--- src/rtl/bus_ctrl_pkg.sv ---
// Shared types, default sizes and decode helper for the bus transfer controller.
package bus_ctrl_pkg;

    localparam int unsigned DEF_N_REQ = 4;
    localparam int unsigned DEF_N_REG = 8;
    localparam int unsigned MAX_REG   = 16;

    typedef enum logic [2:0] {
        ST_IDLE,
        ST_DRIVE,
        ST_LATCH,
        ST_ERR,
        ST_TURN
    } state_e;

    function automatic logic [MAX_REG-1:0] onehot(input int unsigned idx);
        return MAX_REG'(1) << idx;
    endfunction

endpackage

--- src/rtl/bus_transfer_controller_if.sv ---
// Requester handshake and register-strobe bundle of the bus transfer controller.
interface bus_transfer_controller_if
    import bus_ctrl_pkg::*;
#(
    parameter int unsigned N_REQ = DEF_N_REQ,
    parameter int unsigned N_REG = DEF_N_REG,
    parameter int unsigned IDX_W = $clog2(N_REG)
);
    localparam int unsigned GID_W = $clog2(N_REQ);

    logic [N_REQ-1:0]       req_valid;
    logic [N_REQ*IDX_W-1:0] req_src;
    logic [N_REQ*IDX_W-1:0] req_dst;
    logic [N_REQ-1:0]       req_ack;
    logic [N_REQ-1:0]       req_err;
    logic [N_REG-1:0]       bus_output_en;
    logic [N_REG-1:0]       bus_input_en;
    logic                   busy;
    logic [GID_W-1:0]       grant_id;

    modport master (
        output req_valid, req_src, req_dst,
        input  req_ack, req_err, bus_output_en, bus_input_en, busy, grant_id
    );

    modport slave (
        input  req_valid, req_src, req_dst,
        output req_ack, req_err, bus_output_en, bus_input_en, busy, grant_id
    );

endinterface

--- src/rtl/bus_transfer_controller_rr_arbiter.sv ---
// Combinational round-robin search: first valid requester at or after ptr, with wrap.
module rr_arbiter #(
    parameter int unsigned N_REQ = 4,
    localparam int unsigned GID_W = $clog2(N_REQ)
) (
    input  logic [N_REQ-1:0] req,
    input  logic [GID_W-1:0] ptr,
    input  logic             en,
    output logic [GID_W-1:0] grant,
    output logic             any_valid,
    output logic [GID_W-1:0] next_ptr
);

    logic [GID_W-1:0] idx;
    logic             found;

    always_comb begin
        grant = '0;
        found = 1'b0;
        idx   = '0;
        for (int unsigned k = 0; k < N_REQ; k++) begin
            idx = GID_W'((32'(ptr) + k) % N_REQ);
            if (!found && req[idx]) begin
                found = 1'b1;
                grant = idx;
            end
        end
        any_valid = en && found;
        next_ptr  = GID_W'((32'(grant) + 1) % N_REQ);
    end

endmodule

--- src/rtl/bus_transfer_controller.sv ---
// Round-robin sequencer for register-to-register transfers on the shared tri-state bus.
module bus_transfer_controller
    import bus_ctrl_pkg::*;
#(
    parameter int unsigned N_REQ = DEF_N_REQ,
    parameter int unsigned N_REG = DEF_N_REG,
    parameter int unsigned IDX_W = $clog2(N_REG)
) (
    input  logic                    ctrl_clock,
    input  logic                    ctrl_reset,
    bus_transfer_controller_if.slave bus
);

    localparam int unsigned GID_W = $clog2(N_REQ);

    state_e           state_q, state_d;
    logic [GID_W-1:0] ptr_q, ptr_d;
    logic [GID_W-1:0] grant_q, grant_d;
    logic [IDX_W-1:0] src_q, src_d;
    logic [IDX_W-1:0] dst_q, dst_d;
    logic [N_REG-1:0] oe_q, oe_d;
    logic [N_REG-1:0] ie_q, ie_d;
    logic [N_REQ-1:0] ack_q, ack_d;
    logic [N_REQ-1:0] err_q, err_d;
    logic             busy_q, busy_d;

    logic             arb_en, arb_any;
    logic [GID_W-1:0] arb_grant, arb_next;
    logic [IDX_W-1:0] win_src, win_dst;
    logic             win_ok;

    assign arb_en = (state_q == ST_IDLE) || (state_q == ST_TURN);

    rr_arbiter #(.N_REQ(N_REQ)) u_arb (
        .req       (bus.req_valid),
        .ptr       (ptr_q),
        .en        (arb_en),
        .grant     (arb_grant),
        .any_valid (arb_any),
        .next_ptr  (arb_next)
    );

    always_comb begin
        win_src = bus.req_src[32'(arb_grant)*IDX_W +: IDX_W];
        win_dst = bus.req_dst[32'(arb_grant)*IDX_W +: IDX_W];
        win_ok  = (win_src != win_dst) && (32'(win_src) < N_REG) && (32'(win_dst) < N_REG);

        state_d = state_q;
        ptr_d   = ptr_q;
        grant_d = grant_q;
        src_d   = src_q;
        dst_d   = dst_q;
        case (state_q)
            ST_IDLE, ST_TURN: begin
                state_d = ST_IDLE;
                if (arb_any) begin
                    state_d = win_ok ? ST_DRIVE : ST_ERR;
                    ptr_d   = arb_next;
                    grant_d = arb_grant;
                    src_d   = win_src;
                    dst_d   = win_dst;
                end
            end
            ST_DRIVE: state_d = ST_LATCH;
            ST_LATCH: state_d = ST_TURN;
            ST_ERR:   state_d = ST_TURN;
            default:  state_d = ST_IDLE;
        endcase

        // Strobes are decoded from the upcoming state so every output leaves a flop.
        oe_d   = '0;
        ie_d   = '0;
        ack_d  = '0;
        err_d  = '0;
        busy_d = (state_d != ST_IDLE);
        case (state_d)
            ST_DRIVE: oe_d = N_REG'(onehot(32'(src_d)));
            ST_LATCH: begin
                oe_d  = N_REG'(onehot(32'(src_d)));
                ie_d  = N_REG'(onehot(32'(dst_d)));
                ack_d = N_REQ'(onehot(32'(grant_d)));
            end
            ST_ERR:   err_d = N_REQ'(onehot(32'(grant_d)));
            default:  ;
        endcase
    end

    always_ff @(posedge ctrl_clock or posedge ctrl_reset) begin
        if (ctrl_reset) begin
            state_q <= ST_IDLE;
            ptr_q   <= '0;
            grant_q <= '0;
            src_q   <= '0;
            dst_q   <= '0;
            oe_q    <= '0;
            ie_q    <= '0;
            ack_q   <= '0;
            err_q   <= '0;
            busy_q  <= 1'b0;
        end else begin
            state_q <= state_d;
            ptr_q   <= ptr_d;
            grant_q <= grant_d;
            src_q   <= src_d;
            dst_q   <= dst_d;
            oe_q    <= oe_d;
            ie_q    <= ie_d;
            ack_q   <= ack_d;
            err_q   <= err_d;
            busy_q  <= busy_d;
        end
    end

    assign bus.bus_output_en = oe_q;
    assign bus.bus_input_en  = ie_q;
    assign bus.req_ack       = ack_q;
    assign bus.req_err       = err_q;
    assign bus.busy          = busy_q;
    assign bus.grant_id      = grant_q;

endmodule

--- src/flat_wrapper.sv ---
// flat-port wrapper written by rule: the top's interface ports become plain ports
module bus_transfer_controller_flat import bus_ctrl_pkg::*;
#(
    parameter int unsigned N_REQ = DEF_N_REQ,
    parameter int unsigned N_REG = DEF_N_REG,
    parameter int unsigned IDX_W = $clog2(N_REG)
)
  (ctrl_clock, ctrl_reset, bus_req_valid, bus_req_src, bus_req_dst, bus_req_ack, bus_req_err, bus_bus_output_en, bus_bus_input_en, bus_busy, bus_grant_id);
  bus_transfer_controller_if #(.N_REQ(N_REQ), .N_REG(N_REG), .IDX_W(IDX_W)) bus_i ();
  input  logic ctrl_clock;
  input  logic ctrl_reset;
  input wire logic [$bits(bus_i.req_valid)-1:0] bus_req_valid;
  input wire logic [$bits(bus_i.req_src)-1:0] bus_req_src;
  input wire logic [$bits(bus_i.req_dst)-1:0] bus_req_dst;
  output wire logic [$bits(bus_i.req_ack)-1:0] bus_req_ack;
  output wire logic [$bits(bus_i.req_err)-1:0] bus_req_err;
  output wire logic [$bits(bus_i.bus_output_en)-1:0] bus_bus_output_en;
  output wire logic [$bits(bus_i.bus_input_en)-1:0] bus_bus_input_en;
  output wire logic [$bits(bus_i.busy)-1:0] bus_busy;
  output wire logic [$bits(bus_i.grant_id)-1:0] bus_grant_id;
  assign bus_i.req_valid = bus_req_valid;
  assign bus_i.req_src = bus_req_src;
  assign bus_i.req_dst = bus_req_dst;
  assign bus_req_ack = bus_i.req_ack;
  assign bus_req_err = bus_i.req_err;
  assign bus_bus_output_en = bus_i.bus_output_en;
  assign bus_bus_input_en = bus_i.bus_input_en;
  assign bus_busy = bus_i.busy;
  assign bus_grant_id = bus_i.grant_id;
  bus_transfer_controller #(.N_REQ(N_REQ), .N_REG(N_REG), .IDX_W(IDX_W)) u_core (.ctrl_clock(ctrl_clock), .ctrl_reset(ctrl_reset), .bus(bus_i));
endmodule
--- config.mk ---
export PLATFORM = sky130hd
export DESIGN_NAME = bus_transfer_controller_flat
export DESIGN_NICKNAME = d
export VERILOG_FILES = /design/src/rtl/bus_ctrl_pkg.sv /design/src/rtl/bus_transfer_controller_if.sv /design/src/rtl/bus_transfer_controller_rr_arbiter.sv /design/src/rtl/bus_transfer_controller.sv /design/src/flat_wrapper.sv
export SDC_FILE = /design/constraint.sdc
export NUM_CORES = 1
export LEC_CHECK = 0
export ABC_CLOCK_PERIOD_IN_PS = 3050
export BUFFER_PORTS_ARGS = -buffer_cell sky130_fd_sc_hd__buf_2
export CAP_MARGIN = 20
export CORE_MARGIN = 2
export CORE_UTILIZATION = 50
export DETAILED_ROUTE_END_ITERATION = 7
export PLACE_DENSITY = 0.77
export REMOVE_ABC_BUFFERS = 1
export SYNTH_ARGS = -nofsm -noshare
export SYNTH_HDL_FRONTEND = slang
export SYNTH_SLANG_ARGS = --single-unit
--- constraint.sdc ---
create_clock -name ctrl_clock -period 3.05 [get_ports ctrl_clock]
set_input_delay 0.1525 -clock ctrl_clock [delete_from_list [all_inputs] [get_ports ctrl_clock]]
set_output_delay 0.1525 -clock ctrl_clock [all_outputs]
set_load 0.02 [all_outputs]
==> results.ini <==
[clock_tree]
cts_tree = yes
cts_buffers = 5
postCtsSetupBuffers = 0
clock_sinks = 38
clk_root_buffer_cell = clkbuf_8
clkTransAtPathRegs_ns = 0.07
htreeDepth = 2
cts_buffer_depth = 2
clock_latency_ns = 0.28

[timing]
drv_slew = 0
skew_ns = 0.00355
setup_viol_count_final = 0
period_needed_ns = 2.91
clock.fmax_ghz = 0.343
fin_setup_tns_ns = 0
worst_pin_slew_ns = 0.554
hold_violations = 0
period_share_pct = 95.5
rsz0062_at_grt = no
hold_slack_ns = 0.335
slew_headroom_pct = 63.0

[logic_synthesis]
yosysTopAreaCell = dfrtp_1
async_flop_share_pct = 100
ys.flop_type = dfrtp_1
synthTopCellsByArea = dfrtp_1 50%, nand2_1 4.7%, nor3b_1 4.3%
ys_ff_latch = 38
synth_edf_count = 0
syn_area_per_cell_sq_um = 9.94
yosysUniqueCellTypes = 39
synth_area_sq_um = 1900
syn_inst = 191
ys_warn_count = 0
ys_seq_area_share_pct = 50.1
yosys.area.top_type_share_pct = 50.1

[drt]
vias = 1671
drt-initial-drc-count = 97
drt-vias-per-instance = 5.55
drtPass1Iterations = 4
drcViolationCount = 0
wl_per_cell_um = 14.6
ant_nets = 0
routed_wl_um = 4380

[worst_setup_path]
ff2ff_path_depth = 8
crit_path_max_fanout = 13
cp-start-kind = flip-flop
cp_slowest_cell = or4_1
path_class = reg -> reg
cp.required_ns = 3.23
reg2reg_slack_ns = 0.14
crit_arrival_ns = 3.09
cp-end-kind = flip-flop
critPathMaxStageDelay_ns = 0.64
worstPathCellList = buf_4 > nand2_1 > a211o_1 > a221oi_1 > a32o_1 > xnor2_1 > or4_1 > and3_1

[layout]
diodes = 0
area_delta_synth_final_pct = 24.3
layout.nets = 282
drive_gt1_share_pct = 35.2

[floorplanning]
core_area_sq_um = 3660
die_h_um = 65.6
die_area_sq_um = 4310
start_util_pct = 51.9
die_w_um = 65.6
num_rows = 22
io-pin-count = 57

[hold_path]
worstHoldPathType = in -> reg
min_path_cells = 4

[global_routing]
overflow = 0
grt_start_max_net_pins = 39
antenna_found_initial = 0
grt_pass1_wl_um = 7340
grtUsageTotal_pct = 22.6
first_global_vias = 1592

[outcome]
status = complete, no violations

[pwr]
p_per_area_nw_per_um2 = 1030
peakVddDrop_mv = 0.459
p_leak_nw = 1.19

[placement]
portBuffers = 56
gp_congestion = 0.811
hpwlAfterDp_um = 3070

[run]
maxCapViolCount = 0

-- metal layers --
| metal | vias up | part of all wire (%) | global-route usage [%] |
|---|---|---|---|
| met3 | 6 | 4.6 | 6.68 |
| met4 | 0 | 1.4 | 6.25 |
| met2 | 51 | 49 | 36.0 |
| li1 | 817 | - | - |
| met5 | - | 0 | 0 |
| met1 | 797 | 45 | 29.9 |
-- metrics by stage --
step                std cells  utilization (%)  power (mW)  instance area (sq um)  worst slack, ns
floorplan                 179                -        1.68                   1850           0.0575
global placement          292             61.6        2.04                   2250            0.197
detailed placement        292             61.6        2.07                   2250            0.113
CTS                       301             64.3        2.43                   2350           0.0938
global route              301             64.5        2.63                   2360           0.0126
finish                    301             64.5        2.43                   2360            0.137
-- cell type report --
| type | count | area, sq um |
|---|---|---|
| Clock inverter | 1 | 5.00 |
| Timing Repair Buffer | 66 | 358 |
| Tap cell | 48 | 60.1 |
| Multi-Input combinational cell | 136 | 882 |
| Sequential cell | 38 | 951 |
| Fill cell | 309 | 1300 |
| Clock buffer | 7 | 86.3 |
| Inverter | 5 | 18.8 |
-- placed cells by master (no fill, tap or decap), drive strengths merged --
| cell | count |
|---|---|
| and2 | 2 |
| clkbuf | 7 |
| nor2 | 10 |
| nor3b | 13 |
| mux2 | 2 |
| xor2 | 2 |
| dlygate4sd3 | 1 |
| buf | 65 |
| xnor2 | 2 |
| o21ai | 6 |
| or2 | 1 |
| nand2 | 24 |
| a32o | 1 |
| a211o | 1 |
| and3 | 5 |
| nand2b | 4 |
| inv | 5 |
| mux2i | 2 |
| a21bo | 6 |
| o32ai | 2 |
| nor2b | 5 |
| nor4 | 8 |
| a221oi | 6 |
| a21oi | 1 |
| or4 | 3 |
| nor3 | 8 |
| dfrtp | 38 |
| a32oi | 7 |
| a211oi | 1 |
| a21o | 1 |
| nand3 | 13 |
| clkinv | 1 |
-- Yosys cell counts (2+ instances only) --
library cell and instances:
buf_2 7, o21ai_0 5, nor2_1 10, xor2_1 2
o32ai_1 2, nor4_1 7, nor3b_1 11, a21bo_2 5
nor3_1 7, nand2b_1 4, inv_2 2, mux2i_1 2
mux2_2 2, clkbuf_1 4, nor2b_1 5, or4_1 3
nor3b_2 2, inv_1 3, nand2_1 24, nand3_1 13
and3_1 5, xnor2_1 2, a32oi_1 6, a221oi_1 6
dfrtp_1 38
-- sequential cells by signal, summed over array words and instances, names as in the netlist, 2 cells and up --
name and count:
u_core.bus.bus_output_en 8, u_core.bus.req_ack 4, u_core.bus.bus_input_en 8, u_core.ptr_q 2, u_core.dst_q 3, u_core.state_q 3, u_core.bus.grant_id 2, u_core.src_q 3
u_core.bus.req_err 4
-- power by group --
group | switching (mW) | leakage [nW] | internal, mW
registers | 0.0885 | 0.499 | 0.686
clock network | 0.164 | 0.0482 | 0.182
logic | 0.826 | 0.638 | 0.484
total | 1.08 | 1.19 | 1.35
-- final timing paths --
check,startpoint,endpoint
min in group asynchronous,ctrl_reset,u_core.bus.bus_output_en[3]
min reg2reg,u_core.state_q[2],u_core.state_q[2]
min,bus_req_valid[1],u_core.ptr_q[0]
max reg2reg,u_core.ptr_q[1],u_core.bus.bus_output_en[7]
max,u_core.ptr_q[1],u_core.bus.bus_output_en[7]
max in group asynchronous,ctrl_reset,u_core.bus.req_ack[0]
-- what timing repair did --
action                                 in CTS  in global routing
endpoints found under the hold margin      38                  0
resized for setup                           0                  2
setup endpoints to repair                   0                  6
hold buffers                                1                  0
-- worst max-delay path, delay by kind of cell, from the launching register on --
family / cells / cell delay [ns]
AND/OR/NAND/NOR: 3 / 0.92
buffers and inverters: 1 / 0.21
XOR/XNOR: 1 / 0.13
AO/OA/AOI/OAI: 3 / 1.14
flip-flops: 1 / 0.41
-- logic make-up after synthesis --
family                    share of synthesized area (%)
muxes                                              2.24
AOI/OAI and AO/OA                                  14.1
DFF                                                50.1
buffers and inverters                              3.82
and+or+nand+nor                                    27.9
xor gates and xnor gates                           1.84
(Power assumes the default switching activity.)
